File: config.mk
export PLATFORM = sky130hd
export DESIGN_NAME = fetch_queue_flat
export DESIGN_NICKNAME = d
export VERILOG_FILES = /design/src/rtl/fetch_queue_if.sv /design/src/rtl/fetch_queue.sv /design/src/flat_wrapper.sv
export SDC_FILE = /design/constraint.sdc
export NUM_CORES = 1
export LEC_CHECK = 0
export CORE_ASPECT_RATIO = 1.2
export CORE_MARGIN = 1
export CORE_UTILIZATION = 54
export DETAILED_ROUTE_END_ITERATION = 6
export GPL_TIMING_DRIVEN = 1
export PLACE_DENSITY_LB_ADDON = 0.1
export SLEW_MARGIN = 5
export SYNTH_ARGS = -nofsm -noshare
export SYNTH_HDL_FRONTEND = slang
export SYNTH_SLANG_ARGS = --single-unit
File: constraint.sdc
create_clock -name clk -period 4.3 [get_ports clk]
set_clock_uncertainty 0.1 [all_clocks]
set_input_delay 0.86 -clock clk [delete_from_list [all_inputs] [get_ports clk]]
set_output_delay 0.86 -clock clk [all_outputs]
set_load 0.02 [all_outputs]
File: src/rtl/fetch_queue_if.sv
// fetch_queue_if: fetch-side and decode-side handshake bundle for fetch_queue.
//   f_valid/f_ready : fetch offers {f_instr, f_pc, f_pc4}; accepted when both high
//   d_valid/d_ready : decode consumes the head {d_instr, d_pc, d_pc4, d_adel}
// Modports: master = fetch/decode side (environment), slave = the queue itself.
interface fetch_queue_if;
  logic        f_valid;
  logic        f_ready;
  logic [31:0] f_instr;
  logic [31:0] f_pc;
  logic [31:0] f_pc4;
  logic        d_valid;
  logic        d_ready;
  logic [31:0] d_instr;
  logic [31:0] d_pc;
  logic [31:0] d_pc4;
  logic        d_adel;

  modport master (
    output f_valid, f_instr, f_pc, f_pc4, d_ready,
    input  f_ready, d_valid, d_instr, d_pc, d_pc4, d_adel
  );

  modport slave (
    input  f_valid, f_instr, f_pc, f_pc4, d_ready,
    output f_ready, d_valid, d_instr, d_pc, d_pc4, d_adel
  );
endinterface

File: src/rtl/fetch_queue.sv
// fetch_queue: two-entry buffer between instruction fetch and decode.
// Ports:
//   clk   - rising-edge clock
//   rst_n - asynchronous active-low reset, clears all state
//   flush - branch/jump redirect; empties the queue and drops any same-cycle push
//   fq    - fetch_queue_if.slave (fetch push side, decode pop side)
// Optional build macro: ADEL_CHECK_EN - flag misaligned fetch PCs; such entries
//   carry d_adel=1 and NOP_WORD as instruction. Undefined: d_adel tied low.
module fetch_queue #(
  parameter int unsigned DEPTH    = 2,
  parameter logic [31:0] NOP_WORD = 32'h0000_0000
) (
  input logic          clk,
  input logic          rst_n,
  input logic          flush,
  fetch_queue_if.slave fq
);

  localparam logic [1:0] FULL = 2'(DEPTH);

  logic [1:0]  count_q, count_d;
  logic        rd_ptr_q, rd_ptr_d;
  logic        wr_ptr_q, wr_ptr_d;
  logic [31:0] instr_q [2];
  logic [31:0] instr_d [2];
  logic [31:0] pc_q    [2];
  logic [31:0] pc_d    [2];
  logic [31:0] pc4_q   [2];
  logic [31:0] pc4_d   [2];
`ifdef ADEL_CHECK_EN
  logic        adel_q  [2];
  logic        adel_d  [2];
`endif

  logic push;
  logic pop;
  logic empty;

  // Handshake outputs depend on registered count only; no d_ready -> f_ready path.
  assign empty      = (count_q == 2'd0);
  assign fq.f_ready = (count_q != FULL);
  assign fq.d_valid = ~empty;
  assign push       = fq.f_valid & fq.f_ready & ~flush;
  assign pop        = fq.d_valid & fq.d_ready;

  always_comb begin
    count_d  = count_q;
    rd_ptr_d = rd_ptr_q;
    wr_ptr_d = wr_ptr_q;
    instr_d  = instr_q;
    pc_d     = pc_q;
    pc4_d    = pc4_q;
`ifdef ADEL_CHECK_EN
    adel_d   = adel_q;
`endif

    if (push) begin
      instr_d[wr_ptr_q] = fq.f_instr;
      pc_d[wr_ptr_q]    = fq.f_pc;
      pc4_d[wr_ptr_q]   = fq.f_pc4;
`ifdef ADEL_CHECK_EN
      adel_d[wr_ptr_q]  = (fq.f_pc[1:0] != 2'b00);
      if (fq.f_pc[1:0] != 2'b00) instr_d[wr_ptr_q] = NOP_WORD;
`endif
      wr_ptr_d = ~wr_ptr_q;
    end

    if (pop) rd_ptr_d = ~rd_ptr_q;

    unique case ({push, pop})
      2'b10:   count_d = count_q + 2'd1;
      2'b01:   count_d = count_q - 2'd1;
      default: count_d = count_q;
    endcase

    // Entry contents are left as-is on flush; d_valid=0 masks them.
    if (flush) begin
      count_d  = '0;
      rd_ptr_d = 1'b0;
      wr_ptr_d = 1'b0;
    end
  end

  always_ff @(posedge clk or negedge rst_n) begin
    if (!rst_n) begin
      count_q  <= '0;
      rd_ptr_q <= 1'b0;
      wr_ptr_q <= 1'b0;
      instr_q  <= '{default: '0};
      pc_q     <= '{default: '0};
      pc4_q    <= '{default: '0};
`ifdef ADEL_CHECK_EN
      adel_q   <= '{default: 1'b0};
`endif
    end else begin
      count_q  <= count_d;
      rd_ptr_q <= rd_ptr_d;
      wr_ptr_q <= wr_ptr_d;
      instr_q  <= instr_d;
      pc_q     <= pc_d;
      pc4_q    <= pc4_d;
`ifdef ADEL_CHECK_EN
      adel_q   <= adel_d;
`endif
    end
  end

  assign fq.d_instr = empty ? NOP_WORD : instr_q[rd_ptr_q];
  assign fq.d_pc    = empty ? '0       : pc_q[rd_ptr_q];
  assign fq.d_pc4   = empty ? '0       : pc4_q[rd_ptr_q];
`ifdef ADEL_CHECK_EN
  assign fq.d_adel  = empty ? 1'b0     : adel_q[rd_ptr_q];
`else
  assign fq.d_adel  = 1'b0;
`endif

endmodule

File: src/flat_wrapper.sv
// flat-port wrapper written by rule: the top's interface ports become plain ports
module fetch_queue_flat 
#(
  parameter int unsigned DEPTH    = 2,
  parameter logic [31:0] NOP_WORD = 32'h0000_0000
)
  (clk, rst_n, flush, fq_f_valid, fq_f_instr, fq_f_pc, fq_f_pc4, fq_d_ready, fq_f_ready, fq_d_valid, fq_d_instr, fq_d_pc, fq_d_pc4, fq_d_adel);
  fetch_queue_if fq_i ();
  input logic clk;
  input logic rst_n;
  input logic flush;
  input wire logic [$bits(fq_i.f_valid)-1:0] fq_f_valid;
  input wire logic [$bits(fq_i.f_instr)-1:0] fq_f_instr;
  input wire logic [$bits(fq_i.f_pc)-1:0] fq_f_pc;
  input wire logic [$bits(fq_i.f_pc4)-1:0] fq_f_pc4;
  input wire logic [$bits(fq_i.d_ready)-1:0] fq_d_ready;
  output wire logic [$bits(fq_i.f_ready)-1:0] fq_f_ready;
  output wire logic [$bits(fq_i.d_valid)-1:0] fq_d_valid;
  output wire logic [$bits(fq_i.d_instr)-1:0] fq_d_instr;
  output wire logic [$bits(fq_i.d_pc)-1:0] fq_d_pc;
  output wire logic [$bits(fq_i.d_pc4)-1:0] fq_d_pc4;
  output wire logic [$bits(fq_i.d_adel)-1:0] fq_d_adel;
  assign fq_i.f_valid = fq_f_valid;
  assign fq_i.f_instr = fq_f_instr;
  assign fq_i.f_pc = fq_f_pc;
  assign fq_i.f_pc4 = fq_f_pc4;
  assign fq_i.d_ready = fq_d_ready;
  assign fq_f_ready = fq_i.f_ready;
  assign fq_d_valid = fq_i.d_valid;
  assign fq_d_instr = fq_i.d_instr;
  assign fq_d_pc = fq_i.d_pc;
  assign fq_d_pc4 = fq_i.d_pc4;
  assign fq_d_adel = fq_i.d_adel;
  fetch_queue #(.DEPTH(DEPTH), .NOP_WORD(NOP_WORD)) u_core (.clk(clk), .rst_n(rst_n), .flush(flush), .fq(fq_i));
endmodule
=== Word level (Yosys, flattened, before mapping) ===
Index checks and enable logic that the tools add are counted.

* Bits in registers: 196
* Bits in latches: 0
* Bits in writable memories: 0
* ROM bits: 0
* Input bits: 101
* Output and inout bits: 99
* Word-level logic and storage cells: 54
* Memories: 0

* Add/sub/neg operators: 2
* Multipliers: 0
* Div/mod/pow operators: 0
* Magnitude comparators: 3
* Eq/ne operators: 3
* Shifts and indexed selects: 0
* Mux-type cells: 23
* Bitwise gates (word level): 9
* Reductions and logical operators: 5

{| class="wikitable"
|+ Operator list
! cell !! count
|-
| $mux 32 || 13
|-
| $bwmux 64 || 3
|-
| $demux 32 s1 || 1
|-
| $ge 2x2->1 const B || 2
|-
| $mux 1 || 4
|-
| $not 1->1 || 4
|-
| $not 1->2 || 2
|-
| $pmux 2 s2 || 1
|-
| $reduce_bool 2->1 || 2
|-
| $and 1x1->1 || 3
|-
| $reduce_bool 3->1 || 1
|-
| $add 2x1->2 const B || 1
|-
| $eq 2x1->1 const B || 1
|-
| $eq 2x2->1 const B || 1
|-
| $logic_not 2->1 || 1
|-
| $lt 2x1->1 const B || 1
|-
| $mux 2 || 1
|-
| $ne 2x2->1 const B || 1
|-
| $sub 2x1->2 const B || 1
|-
| $logic_and 1x1->1 || 1
|}

=== Longest topological paths before layout ===
* Word-level depth: 6
* Mapped depth: 6
* Depth with buffers taken out: 4

=== Worst setup path before layout ===
OpenSTA, ideal clock, no wires.

* Path type: register -> output
* From: register u_core.count_q[0]
* To: output port fq_d_instr[10]
* Arrival: 1438 ps
* Required time: 3340 ps
* Path slack: 1902 ps
* Cell stages (with the launch flop): 5
* Buffers on the path: 2
* Cell sequence: dfrtp_1 > nor2_1 > clkbuf_1 > buf_1 > nor2_1

* Word-level cells in the longest chain between the ends: 2

{| class="wikitable"
|+ RTL lines
! item !! line !! source
|-
| start, declared || fetch_queue.sv:21 || <nowiki>logic [1:0] count_q, count_d;</nowiki>
|-
| start signal, assigned || fetch_queue.sv:96 || <nowiki>count_q <= count_d;</nowiki>
|-
| $logic_not 2->1 || fetch_queue.sv:40 || <nowiki>assign empty = (count_q == 2'd0);</nowiki>
|-
| $mux 32 || fetch_queue.sv:108 || <nowiki>assign fq.d_instr = empty ? NOP_WORD : instr_q[rd_ptr_q];</nowiki>
|-
| end, declared || flat_wrapper.sv:19 || <nowiki>output wire logic [$bits(fq_i.d_instr)-1:0] fq_d_instr;</nowiki>
|}

No other way between the ends.

=== Final worst setup path ===
* From: register u_core.count_q[0]
* To: output port fq_d_instr[15]

Same word-level chain as after synthesis.

==> flow_summary_export.csv <==
group,metric,value,unit
timing,hold_viol,0,
setup_path,r2r_setup_slack,2.14,ns
floorplanning,dieWidth,118,um
synthesis,syn-num-nets,746,
routing,wire_per_inst,18.0,um
timing,fin_crit,3.43,ns
min_path,hp-class,"flop to flop",
layout,nNetsFinal,933,
global_route,grt-ovfl-total,0,
synthesis,synth_cells,645,
placement,gp_congestion,0.725,
synthesis,yosys_warnings,0,
routing,dr.pass1.iters,4,
timing,setup_viol,0,
clocking,cts_buffers,17,
synthesis,yosys-top-cells-area,"dfrtp_1, mux2_2, mux2i_1",
timing,report.final.slew_viol_count,0,
synthesis,syn_area,8750,um2
pwr,p_sw_share,27.7,%
global_route,grt_usage,24.3,%
min_path,hp-start,"u_core.pc_q[52]",
floorplanning,core_area,15700,um2
pwr,combPwrFrac,25.0,%
clocking,ctsResizeCount,0,
setup_path,arrival,2.47,ns
min_path,hold_end,"u_core.pc_q[52]",
layout,seq_area,4910,um2
pwr,p_int,3930,uW
routing,drc,0,
routing,ant_nets,0,
layout,final_cell_mix,"clkdlybuf4s50_1, dfrtp_1, mux2_2, mux2i_1, nor2_1",
clocking,cts_hold_buf,0,
floorplanning,initial_core_util,55.7,%
clocking,cts_tree,"done",
pwr,p_seq_share,46.7,%
pwr,p_sw,1500,uW
global_route,grt_max_degree,133,
layout,utilization,73.3,%
clocking,cts.sinks,196,
placement,hpwlAfterDp,12700,um
pwr,total_power,5440,uW
clocking,post_cts_buffers,0,
synthesis,ys_seq_area_share,56.1,%
setup_path,r2r_cells,5,
synthesis,synth_top_area_cell,"dfrtp_1",
layout,fillers,1094,
timing,fin_crit_sh,79.7,%
timing,worst_pin_slew,1.02,ns
global_route,grt_pass1_vias,6316,
layout,area_growth,31.7,%
setup_path,crit_path_max_fanout,25,
clocking,cts-root-buf,"clkbuf_16",
floorplanning,die-area,16700,um2
pwr,clkPwrFrac,28.3,%
layout,mostFrequentLayoutCell,"clkdlybuf4s50_1",
timing,max_clock_freq,292,MHz
timing,fin_tns_setup,0,ns
setup_path,crit_type,"flop to primary output",
pwr,p_leak,0.00471,uW
placement,port_buffers,198,
clocking,clk_pin_slew,0.06,ns
synthesis,yosysTopAreaCellShare,56.1,%
setup_path,regToRegStartpoint,"u_core.count_q[1]",
timing,slew_headroom,32.0,%
setup_path,r2r_end,"u_core.pc_q[20]",
clocking,clkLatencyLatePin,0.42,ns
min_path,hold_depth,1,
layout,antennaDiodeCount,0,
timing,rsz0062_at_grt,"no",
setup_path,required,3.34,ns
run,max-cap-violations,0,
clocking,cts_max_level,4,
setup_path,start_kind,"flop",
routing,viasPerCell,5.36,
pwr,max-vdd-ir-drop,322,uV
status,status,"complete, no violations",
layout,drive_gt1_share,23.8,%
floorplanning,ioPinCount,200,
floorplanning,fp-row-count,50,
synthesis,syn_area_per_cell,13.6,um2
pwr,powerDensity,472,nW/um2
routing,routed_wl,19000,um
synthesis,synth.distinct_cells,24,
synthesis,ys_ff_latch,196,
routing,drt_iter0_drc,216,
floorplanning,die_h,141,um
setup_path,crit_path_end_kind,"primary output",
global_route,antenna_found_initial,0,
clocking,clockBufferDepth,2,
routing,via_count,5639,
global_route,grt_pass1_wl,31500,um
layout,multi_input_area,3630,um2
[critical path, stage by stage (launching register included)]
cell	delay (ns)
dfrtp_1	0.47
nor2_4	0.55
buf_4	0.36
nor2_1	0.09
clkdlybuf4s50_1	0.56
[routing by layer]
| metal | part of all wire (%) | up-vias | GRT usage (%) |
|---|---|---|---|
| li1 | - | 2611 | - |
| met1 | 40 | 2870 | 27.9 |
| met2 | 53 | 138 | 44.0 |
| met3 | 5.8 | 20 | 6.27 |
| met4 | 1.7 | 0 | 8.23 |
| met5 | 0 | - | 0 |
[how the worst max path moves through the flow]
stage                        to              start  slack (ns)  cells past startpoint
2_1_floorplan    fq_d_instr[10]  u_core.count_q[0]        1.90                      4
3_3_place_gp   u_core.pc4_q[58]         fq_f_valid        1.24                      5
4_1_cts          fq_d_instr[15]  u_core.count_q[0]        0.83                      4
3_5_place_dp    u_core.pc_q[46]         fq_f_valid        1.15                      5
5_1_grt          fq_d_instr[15]  u_core.count_q[0]        0.70                      4
6_report         fq_d_instr[15]  u_core.count_q[0]        0.87                      4
[cells in the mapped netlist]
cell type  number
nor4_2          1
xor2_1          1
mux2_2        152
mux2i_1        97
clkbuf_1       14
a21o_1          1
o21ai_0         2
nor2_1         98
buf_2          15
a21oi_1         4
buf_4          10
o211ai_1        1
nand4b_1        1
conb_1          1
nand3b_1        1
buf_1           3
dfrtp_1       196
or3_1           1
nor2b_2         1
inv_2           1
or2_2           1
mux2_1         40
inv_1           2
nor3b_1         1
[kinds of logic after synthesis]
| family | count (synthesis) | share of synthesized area (%) |
|---|---|---|
| multiplexers | 289 | 35.8 |
| flip-flops | 196 | 56.1 |
| AND/OR/NAND/NOR | 105 | 4.86 |
| buffers and inverters | 45 | 2.58 |
| AO/OA/AOI/OAI | 8 | 0.515 |
| XOR/XNOR | 1 | 0.100 |
| other | 1 | 0.0429 |
[through the flow]
| stage | hold WS, ns | cell area, um2 | std cells | worst slack [ns] |
|---|---|---|---|---|
| 2_1_floorplan | 0.357 | 8750 | 645 | 1.90 |
| 3_3_place_gp | 0.366 | 10900 | 1021 | 1.24 |
| 3_5_place_dp | 0.374 | 10900 | 1021 | 1.15 |
| 4_1_cts | 0.390 | 11500 | 1053 | 0.828 |
| 5_1_grt | 0.412 | 11500 | 1053 | 0.696 |
| 6_report | 0.386 | 11500 | 1053 | 0.875 |
[flip-flops by register name (all words and copies together) (netlist names)]
signal,cells
u_core.pc_q,64
u_core.wr_ptr_q,1
u_core.count_q,2
u_core.rd_ptr_q,1
u_core.pc4_q,64
u_core.instr_q,64
[area by class of cell]
cell class	instances	area share (%)
sequential	196	42.6
multi-input combinational	404	31.5
timing repair buffer	210	18.5
clock buffer	20	3.88
tap	208	2.26
clock inverter	12	1.14
inverter	3	0.0978
[power groups by stage]
stage | combinational, uW | clock [uW] | sequential (uW)
final | 1360 | 1540 | 2540
after global routing | 1470 | 1650 | 2590
after CTS | 1380 | 1570 | 2530
after detailed placement | 1370 | 0 | 2560
after global placement | 1320 | 0 | 2520
after floorplan | 870 | 0 | 2480
No activity file was read; power rests on OpenSTA's default activity.
